===== src/rtl/dram_pkg.sv =====
// Shared types for the DRAM array controller: FSM state encoding and a state helper.
package dram_pkg;

  typedef enum logic [1:0] {IDLE, DRAIN, REFRESH} dram_state_e;

  function automatic logic accepts_req(input dram_state_e s);
    return s == IDLE;
  endfunction

endpackage


===== src/rtl/dram_rd_pipe.sv =====
// Read-response delay line: RD_LAT-deep shift register of {valid, data[, par]} entries.
// Optional parity sideband is present when DRAM_PARITY_EN is defined.
module dram_rd_pipe
  import dram_pkg::*;
#(
  parameter int DATA_W = 72,
  parameter int RD_LAT = 2
) (
  input  logic              clk_i,
  input  logic              rst_ni,
  input  logic              valid_i,
  input  logic [DATA_W-1:0] data_i,
`ifdef DRAM_PARITY_EN
  input  logic              par_i,
  output logic              par_o,
`endif
  output logic              valid_o,
  output logic [DATA_W-1:0] data_o,
  output logic              empty_o
);

  typedef struct packed {
    logic              valid;
    logic [DATA_W-1:0] data;
`ifdef DRAM_PARITY_EN
    logic              par;
`endif
  } entry_t;

  entry_t pipe_q [RD_LAT];
  entry_t in_d;

  // Idle slots carry zero data so the output needs no extra gating.
  always_comb begin
    in_d       = '0;
    in_d.valid = valid_i;
    in_d.data  = valid_i ? data_i : '0;
`ifdef DRAM_PARITY_EN
    in_d.par   = valid_i & par_i;
`endif
  end

  always_ff @(posedge clk_i or negedge rst_ni) begin
    if (!rst_ni) begin
      for (int i = 0; i < RD_LAT; i++) pipe_q[i] <= '0;
    end else begin
      pipe_q[0] <= in_d;
      for (int i = 1; i < RD_LAT; i++) pipe_q[i] <= pipe_q[i-1];
    end
  end

  always_comb begin
    empty_o = 1'b1;
    for (int i = 0; i < RD_LAT; i++) begin
      if (pipe_q[i].valid) empty_o = 1'b0;
    end
  end

  assign valid_o = pipe_q[RD_LAT-1].valid;
  assign data_o  = pipe_q[RD_LAT-1].data;
`ifdef DRAM_PARITY_EN
  assign par_o   = pipe_q[RD_LAT-1].par;
`endif

endmodule


===== src/rtl/dram_array_ctrl.sv =====
// Parametrised DRAM array: valid/ready request port, pipelined reads, periodic refresh.
// Optional even-parity storage and parity_err output when DRAM_PARITY_EN is defined.
module dram_array_ctrl
  import dram_pkg::*;
#(
  parameter int DATA_W     = 72,
  parameter int DEPTH      = 4,
  parameter int RD_LAT     = 2,
  parameter int REF_PERIOD = 64,
  parameter int REF_CYCLES = 4
) (
  input  logic                     clk,
  input  logic                     reset,
  input  logic                     req_valid,
  output logic                     req_ready,
  input  logic                     req_write,
  input  logic [$clog2(DEPTH)-1:0] req_addr,
  input  logic [DATA_W-1:0]        req_wdata,
  output logic                     rsp_valid,
  output logic [DATA_W-1:0]        rsp_rdata,
`ifdef DRAM_PARITY_EN
  output logic                     parity_err,
`endif
  output logic                     refreshing
);

  localparam int ADDR_W = $clog2(DEPTH);
  localparam int CNT_W  = $clog2(REF_PERIOD);
  localparam int RC_W   = $clog2(REF_CYCLES + 1);

  dram_state_e       state_q, state_d;
  logic [CNT_W-1:0]  cnt_q;
  logic [RC_W-1:0]   rc_q, rc_d;
  logic              ref_pend_q, ref_pend_d;
  logic              alive_q;
  logic [DATA_W-1:0] mem_q [DEPTH];
  logic              wrap, accept, addr_ok, rd_fire, pipe_empty;
  logic [DATA_W-1:0] rd_word;

  assign wrap       = (cnt_q == CNT_W'(REF_PERIOD - 1));
  // alive_q holds req_ready low until the first edge after reset release.
  assign req_ready  = alive_q & accepts_req(state_q);
  assign accept     = req_valid & req_ready;
  assign addr_ok    = (int'(req_addr) < DEPTH);
  assign rd_fire    = accept & ~req_write;
  assign rd_word    = addr_ok ? mem_q[req_addr] : '0;
  assign refreshing = (state_q == REFRESH);

  always_ff @(posedge clk or negedge reset) begin
    if (!reset) begin
      state_q    <= IDLE;
      cnt_q      <= '0;
      rc_q       <= '0;
      ref_pend_q <= 1'b0;
      alive_q    <= 1'b0;
    end else begin
      state_q    <= state_d;
      cnt_q      <= wrap ? '0 : cnt_q + CNT_W'(1);
      rc_q       <= rc_d;
      ref_pend_q <= ref_pend_d;
      alive_q    <= 1'b1;
    end
  end

  always_comb begin
    state_d    = state_q;
    rc_d       = rc_q;
    ref_pend_d = ref_pend_q | wrap;
    case (state_q)
      IDLE: begin
        if (wrap || ref_pend_q) state_d = DRAIN;
      end
      DRAIN: begin
        if (pipe_empty) begin
          state_d = REFRESH;
          rc_d    = '0;
        end
      end
      REFRESH: begin
        if (rc_q == RC_W'(REF_CYCLES - 1)) begin
          state_d    = IDLE;
          ref_pend_d = 1'b0;
        end else begin
          rc_d = rc_q + RC_W'(1);
        end
      end
      default: state_d = IDLE;
    endcase
  end

  always_ff @(posedge clk or negedge reset) begin
    if (!reset) begin
      for (int i = 0; i < DEPTH; i++) mem_q[i] <= '0;
    end else if (accept && req_write && addr_ok) begin
      mem_q[req_addr] <= req_wdata;
    end
  end

`ifdef DRAM_PARITY_EN
  logic             par_q [DEPTH];
  logic [DEPTH-1:0] par_inv = '0;
  logic             rd_par, rsp_par;

  always_ff @(posedge clk or negedge reset) begin
    if (!reset) begin
      for (int i = 0; i < DEPTH; i++) par_q[i] <= 1'b0;
    end else if (accept && req_write && addr_ok) begin
      par_q[req_addr] <= ^req_wdata;
    end
  end

  // Bench hook: inverts the stored parity bit of one word as seen by reads.
  task automatic inj_parity_flip(input logic [ADDR_W-1:0] addr);
    par_inv[addr] = ~par_inv[addr];
  endtask

  assign rd_par     = addr_ok & (par_q[req_addr] ^ par_inv[req_addr]);
  assign parity_err = rsp_valid & (rsp_par ^ (^rsp_rdata));
`endif

  dram_rd_pipe #(
    .DATA_W (DATA_W),
    .RD_LAT (RD_LAT)
  ) u_rd_pipe (
    .clk_i   (clk),
    .rst_ni  (reset),
    .valid_i (rd_fire),
    .data_i  (rd_word),
`ifdef DRAM_PARITY_EN
    .par_i   (rd_par),
    .par_o   (rsp_par),
`endif
    .valid_o (rsp_valid),
    .data_o  (rsp_rdata),
    .empty_o (pipe_empty)
  );

endmodule


===== config.mk =====
export PLATFORM = sky130hd
export DESIGN_NAME = dram_array_ctrl
export DESIGN_NICKNAME = d
export VERILOG_FILES = /design/src/rtl/dram_pkg.sv /design/src/rtl/dram_rd_pipe.sv /design/src/rtl/dram_array_ctrl.sv
export SDC_FILE = /design/constraint.sdc
export NUM_CORES = 1
export LEC_CHECK = 0
export ABC_AREA = 1
export CORE_AREA = 2 2 218 381
export CTS_BUF_LIST = sky130_fd_sc_hd__clkbuf_8
export CTS_CLUSTER_SIZE = 40
export DETAILED_ROUTE_END_ITERATION = 7
export DIE_AREA = 0 0 220 383
export GPL_TIMING_DRIVEN = 0
export HOLD_SLACK_MARGIN = 0.15
export PLACE_DENSITY_LB_ADDON = 0.12
export SLEW_MARGIN = 10
export SYNTH_ARGS = -nofsm -noshare
export SYNTH_HDL_FRONTEND = slang
export SYNTH_SLANG_ARGS = --single-unit

===== constraint.sdc =====
create_clock -name clk -period 4.6 [get_ports clk]
set_clock_uncertainty 0.1 [all_clocks]
set_input_delay 0.46 -clock clk [delete_from_list [all_inputs] [get_ports clk]]
set_output_delay 0.46 -clock clk [all_outputs]
set_load 0.1 [all_outputs]

* After elaboration in Yosys (flattened, before gate mapping) *
Cells that the tools add are included.

word-level totals
  output and inout port bits = 75
  register bits after elaboration = 447
  bits of input ports = 78
  word-level logic and storage cells = 57

operators by class
  order comparisons = 2
  multiplexer cells = 19
  bitwise logic cells = 6
  add/subtract/negate cells = 2
  reduce and logical (&&, ||, !) cells = 7
  equal/unequal tests = 8

operators with widths
  operator                                                                       count
  288-bit bitwise mux                                                            1
  72-bit two-way mux                                                             4
  72-bit binary-select mux with 2-bit select                                     1
  72-bit demux with 2-bit select                                                 1
  6-bit by 1-bit adder with 6-bit output (second input constant)                 1
  6-bit equality test (second input constant)                                    1
  2-bit two-way mux                                                              3
  3-bit two-way mux                                                              2
  6-bit two-way mux                                                              1
  2-bit case mux with 3 select lines                                             1
  3-bit case mux with 2 select lines                                             1
  3-bit AND reduction                                                            2
  1-bit two-way mux                                                              4
  2-bit by 1-bit inequality test with 1-bit output (second input constant)       2
  2-bit inequality test (second input constant)                                  2
  3-bit by 1-bit adder with 3-bit output (second input constant)                 1
  1-bit bitwise AND                                                              3
  3-bit by 2-bit equality test with 1-bit output (second input constant)         1
  3-bit >= comparator (second input constant)                                    1
  3-bit by 1-bit less-than comparator with 1-bit output (second input constant)  1
  2-bit inverter with 3-bit output                                               1
  2-bit by 1-bit equality test with 1-bit output (second input constant)         1
  2-bit equality test (second input constant)                                    1
  1-bit logical AND                                                              2
  5 further kinds                                                                5

* Logic depth before layout (Yosys ltp) *
Gate-level depths: netlist of the first run.

  word-level depth = 6
  gate-level depth with buffers = 7
  mapped depth without buffers = 6

* By module *
From an unflattened synthesis of the first run, not the netlist that was laid out.

second synthesis, totals
  cell total of the unflattened synthesis = 2320
  area, all modules = 20583.5 um^2

by module, submodules not included
  module           area an instance (um^2)  sequential area each (um^2)  instances  cells an instance
  dram_array_ctrl  15755.1                  7532.2                       1          1949
  dram_rd_pipe     4828.4                   3653.5                       1          371

* Least setup slack after synthesis of the first run *
No wires, ideal clock.

  path type = register -> output
  start = register state_q[0]
  end = output req_ready
  path buffers = 0
  arrival = 2.607 ns
  required time = 4.040 ns
  setup slack = 1.433 ns
  cell stages (with the launch flop) = 2
  cell sequence = dfrtp_1 > nor3b_1

on the way
  cells in the longest elaborated chain, start to end = 2

RTL lines
  element                   RTL line               source
  start: declaration        dram_array_ctrl.sv:31  dram_state_e state_q, state_d;
  start signal: assignment  dram_array_ctrl.sv:57  state_q <= state_d;
  2-bit logical NOT         dram_pkg.sv:7          return s == IDLE;
  1-bit bitwise AND         dram_array_ctrl.sv:42  assign req_ready = alive_q & accepts_req(state_q);
  end: declaration          dram_array_ctrl.sv:15  output logic req_ready,

Every way passes these cells.

* Worst setup path after layout of the first run *
  start = register state_q[0]
  end = output refreshing

on the way
  cells in the longest elaborated chain, start to end = 1

RTL lines
  element              RTL line               source
  2-bit equality test  dram_array_ctrl.sv:47  assign refreshing = (state_q == REFRESH);
  end: declaration     dram_array_ctrl.sv:24  output logic refreshing

Every way passes these cells.

==> impl_metrics.ini, run 1 <==
[pwr]
leakage_uw = 0.0118
powerDensity_mw_per_mm2 = 436
power_uw = 10800
vdd_drop_max_v = 0.000160

[placement]
portBuffers = 150
globalplace.congestion = 0.782
dp_hpwl_um = 46900

[grt]
grt_pass1_vias = 16872
grt_pass1_wl_um = 105000
gr-total-overflow = 0
antenna_found_initial = 3
grt_usage_pct = 16.8
grt_max_degree = 102

[clock_tree]
cts_setup_buffers = 0
cts_root_buf = clkbuf_8
clock_path_buffers = 3
clkSinkCount = 447
cts-htree-levels = 3
clk_pin_slew_ps = 60
clock_latency_ps = 700
cts_tree = done
cts_buffers = 76

[logic_synthesis]
synth-seq-area-share_pct = 55.5
yosysWarningCount = 0
synthTopCellsByArea = dfrtp_1 (55%), o21bai_1 (11%), nand3_1 (7.2%)
async_flop_share_pct = 100
synth-main-ff-cell = dfrtp_1
syn_avg_cell_area_um2 = 8.94
netlist-cell-type-count = 25
synthCells = 2254
synth-seq-cells = 447
synth-edff-count = 0
netlist_area_mm2 = 0.0202
yosys.area.top_type_share_pct = 55.5
synth_top_area_cell = dfrtp_1
synth_fp_nets = 2335

[finish]
fillers = 8697
final_cell_mix = dfrtp_1 (447), nand2_1 (373), inv_1 (318), nand3_1 (289), o21bai_1 (289)
layout_commonest_cell = dfrtp_1
drive_gt1_share_pct = 10.7
fin_nets = 2570
utilization_pct = 30.4
syn2layout_area_growth_pct = 22.7
final-seq-area_mm2 = 0.0112
multi_input_area_mm2 = 0.00658

[routing]
drc = 0
wl_um = 69400
via_per_inst = 4.42
route.vias.total = 15927
routedWlPerCell_um = 19.2
drt_pass1_iterations = 6
drt-initial-drc-count = 1073
antenna_left = 0

[hold_path]
worstHoldPathType = reg -> reg

[setup_path]
cpMostUsedCell = inv_1
critPathLaunchType = flop
arrival_ps = 2470
cp_cell_sequence = inv_1, nand2_1, inv_1, clkdlybuf4s50_1
path_class = reg -> out
crit_fanout = 4
endpoint_kind = output port
required_ps = 4040
crit_slowest_cell = clkdlybuf4s50_1
critPathMaxStageDelay_ps = 1130

[timing]
period_needed_ps = 3030
max_slew_margin_pct = 28.1
slew_violations = 0
fin_crit_sh_pct = 65.9
setup_viol = 0
max_freq_mhz = 330
hold_viol_final = 0
rsz0062_at_grt = no
tightestPinTransition_ps = 1080

[floorplanning]
ioPinCount = 153
die_h_um = 383
row_count = 139
core_area_mm2 = 0.0814
die_area_mm2 = 0.0843
initial_utilization_pct = 24.8
die_w_um = 220

[run_status]
status = finished, final reports clean

[job]
cap_violations = 0
## worst paths after layout
path                                 startpoint                   to  slack, ps  depth (start not counted)
min in group asynchronous                 reset           mem_q[201]        750                          3
setup reg to reg                     state_q[0]           mem_q[181]       1970                          6
hold / removal             u_rd_pipe.pipe_q[76]  u_rd_pipe.data_o[3]        230                          0
hold reg to reg            u_rd_pipe.pipe_q[76]  u_rd_pipe.data_o[3]        230                          0
max in group asynchronous                 reset           mem_q[241]       2240                          5
setup / recovery                     state_q[0]           refreshing       1570                          4
## synthesized netlist by cell type (2+ instances only)
master    instances
o21bai_1        289
nor2_4            2
buf_2            57
buf_4            78
nor2_1          153
nand2_2           3
nand3_1         289
clkbuf_1         65
inv_2             5
buf_1            29
buf_6             2
inv_1           299
xor2_1            2
o22ai_1          72
dfrtp_1         447
o21ai_0          77
ha_1              3
a21oi_1           3
nand2_1         373
## stage by stage
step	setup TNS, ps	cell area, um^2	std cells	setup WS, ps	hold WS [ps]
floorplan	0	20200	2254	1430	64.4
global placement	-8168900	23000	3461	-18380	234
detailed placement	0	23100	3465	1500	235
CTS	0	24700	3605	1450	231
global route	0	24700	3606	1400	242
finish	0	24700	3606	1570	230
## area by class of cell
class,instances,share of cell area [%]
Sequential cell,447,45.2
Multi-Input combinational cell,1272,26.6
Timing Repair Buffer,157,6.66
Clock buffer,98,5.45
Tap cell,1057,5.35
Buffer,231,5.04
Inverter,304,4.61
Clock inverter,39,1.06
Antenna cell,1,0.0101
## state kept, by name (all words and copies together) (netlist names)
signal / cells
alive_q: 1
cnt_q: 6
mem_q: 288
rc_q: 3
ref_pend_q: 1
state_q: 2
u_rd_pipe.data_o: 72
u_rd_pipe.pipe_q: 73
u_rd_pipe.valid_o: 1
## kinds of logic after synthesis
family	after synthesis	synth area share, %
compound gates	441	15.0
xor+xnor	2	0.0869
fa+ha+maj	3	0.186
buf+inv	535	11.8
flops	447	55.5
other cells	1	0.0186
simple gates	825	17.4
## critical path: cells and delay by family (launching register included)
| kind | cells | cell delay (ps) |
|---|---|---|
| buf+inv | 3 | 1300 |
| flops | 1 | 400 |
| simple gates | 1 | 90 |
## timing repair
item,4_1_cts,5_1_grt
hold buffers,3,0
hold endpoints to repair,257,0
gates resized for setup,0,0
endpoints found under the setup margin,0,0
## per-layer routing
layer  vias to the layer above  global-route usage, %  share of wire (%)  routed length [um]
met5                         -                      0              0.037                  26
met4                         4                   6.41                3.0                2080
met3                       124                   3.36                5.4                3750
met2                       465                   29.9                 52               36200
met1                      7731                   19.6                 39               27300
li1                       7603                      -                  -                   -
## where the power goes
part | total (uW) | internal (uW) | switching [uW]
combinational | 2140 | 810 | 1330
clock | 3850 | 2080 | 1770
sequential | 4790 | 4580 | 212
total | 10800 | 7470 | 3310
No activity file was read; power rests on OpenSTA's default activity.
==> inputs of run 2 (changes only) <==
==> constraint.sdc (replaced) <==
create_clock -name clk -period 2.9 [get_ports clk]
set_clock_uncertainty 0.1 [all_clocks]
set_input_delay 0.29 -clock clk [delete_from_list [all_inputs] [get_ports clk]]
set_output_delay 0.29 -clock clk [all_outputs]
set_load 0.1 [all_outputs]
==> run 2 against run 1 <==
  * Combinational power rose by 61%
  * Die area did not move
  * Register-to-register slack got worse by 1700 ps
  * Wire length rose by 1.0%
  * Worst setup slack got worse by 1400 ps
  * Utilization rose by 0.52 points
  * Non-clock buffer count rose by 45
  * Clock-buffer cell count fell by 1
  * Critical path type unchanged
  * Largest power group unchanged
==> impl_metrics.ini, run 2 (synthesized netlist as in run 1, its figures left out) <==
[routing]
drt_pass1_iterations = 7
routedWlPerCell_um = 19.2
drt-initial-drc-count = 1067
route.vias.total = 16230
antenna_left = 0
drc = 0
via_per_inst = 4.45
wl_um = 70100

[finish]
regMostFlops = mem_q
syn2layout_area_growth_pct = 24.8
fin_nets = 2616
instances_no_fill = 3651
final_cell_mix = dfrtp_1 (447), nand2_1 (373), inv_1 (323), nand3_1 (289), o21bai_1 (289)
layout_commonest_cell = dfrtp_1
largest_reg_flops = 288
drive_gt1_share_pct = 10.4

[setup_path]
crit_fanout = 1
crit_slowest_cell = clkdlybuf4s50_1
cp_cell_sequence = buf_4, clkdlybuf4s50_1
critPathLaunchType = flop
critPathMaxStageDelay_ps = 1130
required_ps = 2510
path_class = reg -> out
arrival_ps = 2370
endpoint_kind = output port

[timing]
max_slew_margin_pct = 29.5
max_freq_mhz = 362
slew_violations = 0
setup_viol = 0
period_needed_ps = 2760
tightestPinTransition_ps = 1060
hold_ws_ps = 214
fin_crit_sh_pct = 95.3
rsz0062_at_grt = no
hold_viol_final = 0

[pwr]
vdd_drop_max_v = 0.000338
power_frac_comb_pct = 20.2
p_clk_share_pct = 35.2
intPower_uw = 11800
switching_power_uw = 5270
leakage_uw = 0.0121
sw_frac_of_total_pct = 30.9
power_uw = 17000
pwr-share-seq_pct = 44.6
powerDensity_mw_per_mm2 = 678

[floorplanning]
die_area_mm2 = 0.0843
row_count = 139
initial_utilization_pct = 24.8
core_area_mm2 = 0.0814
die_w_um = 220
ioPinCount = 153
die_h_um = 383

[grt]
grt_max_degree = 105
grt_pass1_wl_um = 106000
antenna_found_initial = 2
grt_usage_pct = 17.0
gr-total-overflow = 0
grt_pass1_vias = 16826

[clock_tree]
clock_latency_ps = 720
cts_root_buf = clkbuf_8
cts_setup_buffers = 0
cts_tree = done
cts-htree-levels = 3
clk_pin_slew_ps = 60
clkSinkCount = 447
clock_path_buffers = 3
cts_buffers = 77

[placement]
globalplace.congestion = 0.793
dp_hpwl_um = 46900
portBuffers = 150
dp.cells = 3465

[run_status]
status = finished, final reports clean

[job]
cap_violations = 0

[hold_path]
worstHoldPathType = in -> reg
[run 2: cell type report]
class | count | area [um^2]
Antenna cell | 1 | 2.50
Buffer | 231 | 1250
Clock buffer | 97 | 1340
Clock inverter | 40 | 230
Fill cell | 8616 | 56200
Inverter | 304 | 1140
Multi-Input combinational cell | 1272 | 6590
Sequential cell | 447 | 11200
Tap cell | 1057 | 1320
Timing Repair Buffer | 202 | 2110
[run 2: repair_timing]
action                     CTS  global route
hold endpoints to repair   489             0
setup endpoints to repair    2             0
hold buffers                48             0
resized for setup            2             0
[run 2: critical path: cells and delay by family, from the launching register on]
kind | cells | cell delay [ps]
buffers and inverters | 2 | 1260
DFF | 1 | 410
[run 2: final timing paths]
check | from | endpoint | slack, ps | depth (start not counted)
min in group asynchronous | reset | u_rd_pipe.data_o[55] | 650 | 4
max reg2reg | state_q[1] | mem_q[207] | 300 | 6
max | u_rd_pipe.data_o[50] | rsp_rdata[50] | 140 | 2
min | req_wdata[58] | mem_q[274] | 210 | 3
max in group asynchronous | reset | u_rd_pipe.data_o[14] | 1000 | 5
min reg2reg | u_rd_pipe.pipe_q[103] | u_rd_pipe.data_o[30] | 230 | 0
[run 2: stage by stage]
| stage | worst slack [ps] | setup TNS (ps) | cell area [um^2] | utilization [%] |
|---|---|---|---|---|
| after floorplan | 884 | 0 | 20200 | - |
| after global placement | -19710 | -8765520 | 23000 | 28.2 |
| after detailed placement | 81.7 | 0 | 23100 | 28.4 |
| after CTS | 43.8 | 0 | 25200 | 30.9 |
| after global routing | 52.8 | 0 | 25200 | 30.9 |
| final | 137 | 0 | 25200 | 30.9 |
[run 2: power by group through the flow]
stage	combinational, uW	sequential [uW]	clock [uW]
3_5_place_dp	3410	7720	0
4_1_cts	3490	7610	6260
3_3_place_gp	3330	7750	0
2_1_floorplan	2360	7620	0
6_report	3440	7600	6010
5_1_grt	3880	7700	6500
[run 2: per-layer routing]
layer / vias up / GRT usage [%] / part of all wire, %
li1: 7709 / - / -
met1: 7919 / 19.9 / 40
met2: 445 / 29.3 / 50
met3: 155 / 2.94 / 4.5
met4: 2 / 9.12 / 4.8
met5: - / 0 / 0.016
